`config.mk`:
```
export PLATFORM = sky130hd
export DESIGN_NAME = dcache_wb
export DESIGN_NICKNAME = d
export VERILOG_FILES = /design/src/rtl/dcache_wb.sv
export SDC_FILE = /design/constraint.sdc
export NUM_CORES = 2
export LEC_CHECK = 0
export BUFFER_PORTS_ARGS = -buffer_cell sky130_fd_sc_hd__buf_2
export CORE_MARGIN = 1.5
export CORE_UTILIZATION = 54
export DETAILED_ROUTE_END_ITERATION = 8
export PLACE_DENSITY = 0.82
export SYNTH_ARGS = -nofsm -noshare
export SYNTH_HDL_FRONTEND = slang
export SYNTH_SLANG_ARGS = --single-unit
```
`constraint.sdc`:
```
create_clock -name clk -period 5.28 [get_ports clk]
set_clock_uncertainty 0.1 [all_clocks]
set_input_delay 0.528 -clock clk [delete_from_list [all_inputs] [get_ports clk]]
set_output_delay 0.528 -clock clk [all_outputs]
set_load 0.01 [all_outputs]
```
`src/rtl/dcache_wb.sv`:
```
`default_nettype none
// ============================================================================
// Module   : dcache_wb
// Brief    : Direct-mapped, write-back, write-allocate data cache with a
//            word-wide req/ack backing-memory port.
// Revision : 1.0 - initial release
// ============================================================================
module dcache_wb #(
   parameter int LINE_NUM   = 16,
   parameter int LINE_WORDS = 4
) (
   input  logic        clk,
   input  logic        rst,
   input  logic [31:0] addr,
   input  logic [31:0] din,
   input  logic        re,
   input  logic        we,
   output logic [31:0] dout,
   output logic        done,
   output logic [31:0] hit_cnt,
   output logic [31:0] tot_cnt,
   output logic        mem_req,
   output logic        mem_we,
   output logic [31:0] mem_addr,
   output logic [31:0] mem_wdata,
   input  logic [31:0] mem_rdata,
   input  logic        mem_ack
);

   localparam int c_OFF_W = $clog2(LINE_WORDS);
   localparam int c_IDX_W = $clog2(LINE_NUM);
   localparam int c_TAG_W = 30 - c_OFF_W - c_IDX_W;
   localparam logic [c_OFF_W-1:0] c_LAST_BEAT = c_OFF_W'(LINE_WORDS - 1);

   localparam logic [1:0] c_IDLE   = 2'd0;
   localparam logic [1:0] c_WB     = 2'd1;
   localparam logic [1:0] c_REFILL = 2'd2;

   logic [1:0]          r_state;
   logic [1:0]          w_next_state;
   logic [LINE_NUM-1:0] r_valid;
   logic [LINE_NUM-1:0] r_dirty;
   logic [c_TAG_W-1:0]  r_tag  [LINE_NUM];
   logic [31:0]         r_data [LINE_NUM][LINE_WORDS];
   logic [c_IDX_W-1:0]  r_miss_idx;
   logic [c_TAG_W-1:0]  r_miss_tag;
   logic [c_OFF_W-1:0]  r_beat;
   logic                r_miss_seen;
   logic [31:0]         r_hit_cnt;
   logic [31:0]         r_tot_cnt;

   logic [c_OFF_W-1:0]  w_off;
   logic [c_IDX_W-1:0]  w_idx;
   logic [c_TAG_W-1:0]  w_tag;
   logic                w_req;
   logic                w_hit;
   logic                w_last_ack;
   logic                w_unused;

   assign w_off      = addr[2 +: c_OFF_W];
   assign w_idx      = addr[2 + c_OFF_W +: c_IDX_W];
   assign w_tag      = addr[31 -: c_TAG_W];
   assign w_req      = re | we;
   assign w_hit      = r_valid[w_idx] && (r_tag[w_idx] == w_tag);
   assign w_last_ack = mem_ack && (r_beat == c_LAST_BEAT);
   assign w_unused   = &{1'b0, addr[1:0]};

   assign hit_cnt = r_hit_cnt;
   assign tot_cnt = r_tot_cnt;

   always_ff @(posedge clk or posedge rst) begin
      if (rst) r_state <= c_IDLE;
      else     r_state <= w_next_state;
   end

   always_comb begin
      w_next_state = r_state;
      case (r_state)
         c_IDLE:   if (w_req && !w_hit)
                      w_next_state = (r_valid[w_idx] && r_dirty[w_idx]) ? c_WB : c_REFILL;
         c_WB:     if (w_last_ack) w_next_state = c_REFILL;
         c_REFILL: if (w_last_ack) w_next_state = c_IDLE;
         default:  w_next_state = c_IDLE;
      endcase
   end

   always_comb begin
      done      = 1'b0;
      dout      = 32'd0;
      mem_req   = 1'b0;
      mem_we    = 1'b0;
      mem_addr  = 32'd0;
      mem_wdata = 32'd0;
      case (r_state)
         c_IDLE: begin
            done = w_req && w_hit;
            if (w_hit) dout = r_data[w_idx][w_off];
         end
         c_WB: begin
            mem_req   = 1'b1;
            mem_we    = 1'b1;
            mem_addr  = {r_tag[r_miss_idx], r_miss_idx, r_beat, 2'b00};
            mem_wdata = r_data[r_miss_idx][r_beat];
         end
         c_REFILL: begin
            mem_req  = 1'b1;
            mem_addr = {r_miss_tag, r_miss_idx, r_beat, 2'b00};
         end
         default: ;
      endcase
   end

   // Control state: only valid/dirty are reset, line contents are not.
   always_ff @(posedge clk or posedge rst) begin
      if (rst) begin
         r_valid     <= '0;
         r_dirty     <= '0;
         r_beat      <= '0;
         r_miss_seen <= 1'b0;
         r_hit_cnt   <= 32'd0;
         r_tot_cnt   <= 32'd0;
      end else begin
         case (r_state)
            c_IDLE: begin
               if (we && w_hit) begin
                  r_dirty[w_idx] <= 1'b1;
               end else if (w_req && !w_hit) begin
                  r_beat      <= '0;
                  r_miss_seen <= 1'b1;
               end
            end
            c_WB: if (mem_ack) r_beat <= w_last_ack ? '0 : r_beat + c_OFF_W'(1);
            c_REFILL: if (mem_ack) begin
               r_beat <= r_beat + c_OFF_W'(1);
               if (w_last_ack) begin
                  r_valid[r_miss_idx] <= 1'b1;
                  r_dirty[r_miss_idx] <= 1'b0;
                  // A requester that walked away must not leave a stale miss mark.
                  if (!w_req) r_miss_seen <= 1'b0;
               end
            end
            default: ;
         endcase
         if (done) begin
            if (r_tot_cnt != 32'hFFFF_FFFF) r_tot_cnt <= r_tot_cnt + 32'd1;
            if (!r_miss_seen && r_hit_cnt != 32'hFFFF_FFFF) r_hit_cnt <= r_hit_cnt + 32'd1;
            r_miss_seen <= 1'b0;
         end
      end
   end

   // Line storage and the latched miss target (index/tag survive a dropped request).
   always_ff @(posedge clk) begin
      if (r_state == c_IDLE && w_req && !w_hit) begin
         r_miss_idx <= w_idx;
         r_miss_tag <= w_tag;
      end
      if (r_state == c_IDLE && we && w_hit)
         r_data[w_idx][w_off] <= din;
      if (r_state == c_REFILL && mem_ack)
         r_data[r_miss_idx][r_beat] <= mem_rdata;
      if (r_state == c_REFILL && w_last_ack)
         r_tag[r_miss_idx] <= r_miss_tag;
   end

endmodule
`default_nettype wire

```
=== Word level (Yosys, flattened, before mapping) ===
Memories as Yosys holds them, arrays and structs flattened. A register that Yosys moved wholly into a read port is not among the register bits.
Cells that the tools add are included.

* Register bits after elaboration: 129
* Latch bits: 0
* Bits in writable memories: 2432
* Bits in read-only memories: 0
* Bits of input ports: 101
* Output and inout bits: 163
* Logic and storage cells: 137
* Memories: 2

{| class="wikitable"
|+ Memory list
! name !! words !! bits a word !! rd ports !! clocked after memory_dff !! write ports !! RTL line !! source
|-
| r_data || 16 || 128 || 2 || 1 || 1 || 44 || <nowiki>logic [31:0] r_data [LINE_NUM][LINE_WORDS];</nowiki>
|-
| r_tag || 16 || 24 || 2 || 1 || 1 || 43 || <nowiki>logic [c_TAG_W-1:0] r_tag [LINE_NUM];</nowiki>
|}

* $add $sub $neg: 3
* Multipliers: 0
* Divide/modulo/power cells: 0
* Order comparisons: 8
* Equal/unequal tests: 18
* Shifts and indexed selects: 0
* Multiplexer cells: 58
* Bitwise operators: 7
* Reductions and logical operators: 32

{| class="wikitable"
|+ Operators by type and width
! cell !! count
|-
| 128-bit 2-to-1 mux || 4
|-
| 32-bit 2-to-1 mux || 9
|-
| 32-bit binary-select mux with 2-bit select || 2
|-
| 32-bit demux with 2-bit select || 2
|-
| 128-bit OR reduction || 1
|-
| 32-bit by 1-bit adder with 32-bit output, second input constant || 2
|-
| 32-bit inequality test, second input constant || 2
|-
| 32-bit case mux with 2 select lines || 1
|-
| 16-bit 2-to-1 mux || 3
|-
| 16-bit OR || 2
|-
| 16-bit case mux with 2 select lines || 1
|-
| 24-bit == test || 1
|-
| 2-bit 2-to-1 mux || 9
|-
| 1-bit logical AND || 17
|-
| 1-bit 2-to-1 mux || 17
|-
| 16-bit AND || 1
|-
| 16-bit NOT || 1
|-
| 3-bit inequality test, second input constant || 5
|-
| 2-bit inequality test, second input constant || 7
|-
| 4-bit 2-to-1 mux || 3
|-
| 2-bit case mux with 3 select lines || 2
|-
| 4-bit by 5-bit < comparator with 1-bit output, second input constant || 2
|-
| 1-bit binary-select mux with 4-bit select || 2
|-
| 1-bit demux with 4-bit select || 2
|-
| 19 further kinds || 28
|}

=== Logic depth before layout (Yosys ltp) ===
* Depth after elaboration: 9
* Gate-level depth with buffers: 16
* Gate-level depth less buffers: 10

=== Worst setup path after synthesis ===
Ideal clock, no wire load.

* Kind: input to register
* Start: input port addr[4]
* End: memory r_data[13][0] (netlist name) (enable)
* Setup time: 0.421 ns
* Data arrival time: 4.714 ns
* Data required time: 4.759 ns
* Setup slack: 0.045 ns
* Stages: 13
* Buffers on the path: 8
* Cells stage by stage: buf_6 -> buf_4 -> buf_4 -> buf_2 -> clkbuf_1 -> buf_2 -> buf_1 -> clkbuf_1 -> nand2b_1 -> nor2_1 -> nor2_1 -> or2_2 -> nor2_1

* Word-level cells in the longest chain between the ends: 7
* Elaborated cells between the ends (all ways): 10
* Those cells by class: eq/ne: 1; mux: 6; reduce/logical: 2; memory: 1

{| class="wikitable"
|+ RTL lines
! item !! RTL line !! source
|-
| start, declared || 14 || <nowiki>input logic [31:0] addr,</nowiki>
|-
| memory 16 x 24 bit / 1-bit binary-select mux with 4-bit select (equally long branches) || - ||
|-
| 24-bit == test / 1-bit 2-to-1 mux (equally long branches) || 64 || <nowiki>assign w_hit = r_valid[w_idx] && (r_tag[w_idx] == w_tag);</nowiki>
|-
| 1-bit logical AND || 64 ||
|-
| 1-bit logical AND || 158 || <nowiki>if (r_state == c_IDLE && we && w_hit)</nowiki>
|-
| 1-bit 2-to-1 mux || 158 ||
|-
| 128-bit 2-to-1 mux (not written as such) || 159 || <nowiki>r_data[w_idx][w_off] <= din;</nowiki>
|-
| 128-bit 2-to-1 mux (no line) || - ||
|-
| end, declared || 44 ||
|}

Several ways; a longest one is shown, not always the timed one. The select of a mux whose other input is x is not followed.

==> results_dict.tcl <==
set metrics [dict create \
    grt_overflow 0 \
    hold_violations 0 \
    final.min_clock_period_ns 5.263 \
    regToRegEndpoint "r_data[8][62]" \
    hold_path_startpoint "mem_ack" \
    h-tree-depth 5 \
    fmax_mhz 190.0 \
    syn_area_per_cell_um2 21.79 \
    yosysWarnings 0 \
    seqCellArea_um2 76500 \
    grt_usage 0.3449 \
    regToRegSetupSlack_ns 0.67 \
    drt-total-wl_mm 383.1 \
    io_pins 264 \
    die_area_um2 222800 \
    antenna_left 0 \
    drt-pass1-iter-count 6 \
    critical_path_required_ns 4.65 \
    maxCapViolCount 0 \
    relSlewSlack 0.08822 \
    min_path_type "input pin to flip-flop" \
    start_util 0.5454 \
    first_iter_violations 12610 \
    synth_cells 5451 \
    via_per_inst 7.796 \
    postLayoutCoreUtil 0.6258 \
    die_y_um 472.0 \
    netlist.area_leader.share 0.6218 \
    setup_viol 0 \
    drv_slew 0 \
    setup.worst_path.end_class "primary output" \
    path_clk_slew_ns 0.06 \
    synthTopCellsByCount "2460 x edfxtp_1, 1541 x mux4_2, 281 x clkbuf_1" \
    ys_ff_latch 2565 \
    synth_area_um2 118800 \
    multiInputGateArea_um2 41180 \
    worst_ep_arrival_time_ns 4.64 \
    area_growth_pct 14.73 \
    layout.nets 6055 \
    finalInstanceArea_um2 136300 \
    grt_antenna_before_repair 23 \
    gp_congestion 0.8484 \
    rsz0062_at_grt "false" \
    tightest_slew_ns 1.368 \
    power.density_nw_per_um2 429.8 \
    place_hpwl_mm 216.2 \
    start_kind "flip-flop" \
    cts_buffers 277 \
    rows 171 \
    grt_first_pass_wirelength_mm 538.6 \
    synth_cell_types 70 \
    port_buffers 259 \
    worstSkewPairLatency_ns 0.97 \
    status "finished, final reports clean" \
    dieWidth_um 472.0 \
    r2r-start "r_tag[15][11]" \
    core_um2 217800 \
    reg2reg_depth 14 \
    clock-root-buffer "clkbuf_16" \
    grt_max_degree 113 \
    placed_cell_area_um2 127500 \
    ys_seq_area_frac 0.6438 \
    fin_crit_sh 0.9968 \
    min_path_cells 5 \
    num_vias 70160 \
    drive_gt1_frac 0.4374 \
    grt_pass1_vias 71130 \
    clock_sinks 2565 \
    power_leakage_nw 43.88 \
    async_flop_share 0.03938 \
    criticalPathCategory "flip-flop to primary output" \
    synth_top_area_cell "edfxtp_1" \
    synth_area_leaders "edfxtp_1 62%, mux4_2 29%, dfrtp_1 2.1%, clkbuf_1 0.89%, mux2i_1 0.62%" \
    fill_cells 13700 \
    clockBufferDepth 4 \
    cts_tree "built" \
    yosysMostFrequentCell "edfxtp_1" \
    whs_endpoint "r_beat[0]" \
    critPathMaxFanout 23 \
    synth_ff_type "edfxtp_1" \
    wire_per_inst_um 42.57 \
    ir_worst_vdd_mv 0.7446 \
    synth_edf_count 2460 \
    drc 0 \
]
state kept, by name, summed over array words and instances, names as in the netlist, named ones only:
| register | count |
|---|---|
| r_beat | 2 |
| r_valid | 16 |
| r_miss_tag | 24 |
| r_state | 2 |
| r_dirty | 16 |
| r_tag | 384 |
| r_miss_seen | 1 |
| tot_cnt | 32 |
| hit_cnt | 32 |
| r_data | 2048 |
| r_miss_idx | 4 |
power breakdown:
group	switching (mW)	internal (mW)
clock	8.03	10.8
combinational	8.36	6.31
sequential	0.555	24.6
total	16.9	41.6
layout make-up:
cell class / count / share of cell area
Timing Repair Buffer: 632 / 0.04734
Antenna cell: 15 / 0.0002754
Clock buffer: 338 / 0.05402
Sequential cell: 2565 / 0.5612
Multi-Input combinational cell: 2442 / 0.3022
Inverter: 26 / 0.0007436
Tap cell: 2854 / 0.02620
Clock inverter: 127 / 0.008023
repair_timing:
| item | in CTS | in global routing |
|---|---|---|
| hold buffers | 27 | 0 |
| hold endpoints to repair | 79 | 0 |
| gates resized for setup | 0 | 3 |
| setup endpoints to repair | 0 | 3 |
| buffers inserted | 0 | 1 |
how the worst max path moves through the flow:
stage                  startpoint             end  slack [ns]
floorplan                 addr[4]   r_data[13][0]        0.05
global placement          addr[4]  r_data[13][68]       -0.14
detailed placement        addr[4]  r_data[13][68]       -0.15
CTS                 r_tag[15][12]         dout[1]        0.02
global route         r_tag[3][18]         dout[1]        0.02
finish              r_tag[15][11]         dout[1]        0.02
stage by stage:
stage | TNS [ns] | std cells | setup slack [ns] | total power, mW | hold slack, ns
global route | 0 | 8991 | 0.01955 | 59.70 | 0.1037
floorplan | 0 | 5452 | 0.04549 | 34.62 | 0.3296
CTS | 0 | 8983 | 0.01620 | 58.36 | 0.009639
global placement | -60.64 | 8491 | -0.1358 | 39.34 | 0.3455
finish | 0 | 8999 | 0.01699 | 58.58 | 0.06597
detailed placement | -95.12 | 8491 | -0.1494 | 39.71 | 0.3498
metal layers:
layer / up-vias / GRT usage / share of wire
met3: 1506 / 0.1034 / 0.15
li1: 24990 / - / -
met2: 7320 / 0.5288 / 0.47
met5: - / 0 / 0.00085
met4: 30 / 0.2064 / 0.072
met1: 36310 / 0.4391 / 0.31
logic make-up (layout without fill, tap and decap cells):
logic type,count (synthesis),in the layout,synth area share
simple gates,560,560,0.02436
fa+ha+maj,10,10,0.001053
xor+xnor,96,96,0.007078
other cells,1,17,0.00003157
flops,2565,2565,0.6438
compound gates,144,144,0.008837
mux,1630,1630,0.2998
buf+inv,445,1123,0.01505
cells in the final DEF, fill, tap and decap left out, types with 10 or more instances in the layout:
| master | instances |
|---|---|
| a21oi_1 | 18 |
| a22oi_1 | 40 |
| and2_1 | 45 |
| and3_1 | 47 |
| buf_12 | 179 |
| buf_2 | 253 |
| buf_4 | 168 |
| bufinv_16 | 18 |
| clkbuf_1 | 48 |
| clkbuf_16 | 284 |
| clkinv_1 | 47 |
| clkinv_2 | 44 |
| clkinvlp_4 | 12 |
| dfrtp_1 | 100 |
| diode_2 | 15 |
| dlygate4sd3_1 | 27 |
| edfxtp_1 | 2460 |
| inv_1 | 22 |
| mux2_2 | 16 |
| mux2i_1 | 73 |
| mux4_2 | 1541 |
| nand2_1 | 134 |
| nand2b_1 | 10 |
| nand3_1 | 27 |
| nand4_1 | 36 |
| nor2_1 | 36 |
| nor2_4 | 76 |
| nor2b_1 | 35 |
| nor3_1 | 22 |
| nor4_1 | 15 |
| o21ai_0 | 12 |
| or2_2 | 32 |
| xnor2_1 | 50 |
| xor2_1 | 46 |
worst max-delay path, stage by stage, from the launching register on:
cell and delay, ns:
edfxtp_1 0.40, mux4_2 0.48, mux2i_1 0.20, xor2_1 0.26
nand2_1 0.08, nor4_1 0.55, buf_4 0.22, o21ai_0 0.12
nor4_4 0.38, buf_12 0.18, buf_12 0.19, and3_1 0.35
buf_2 0.19
Note: power is estimated with default switching activity, not from simulation.
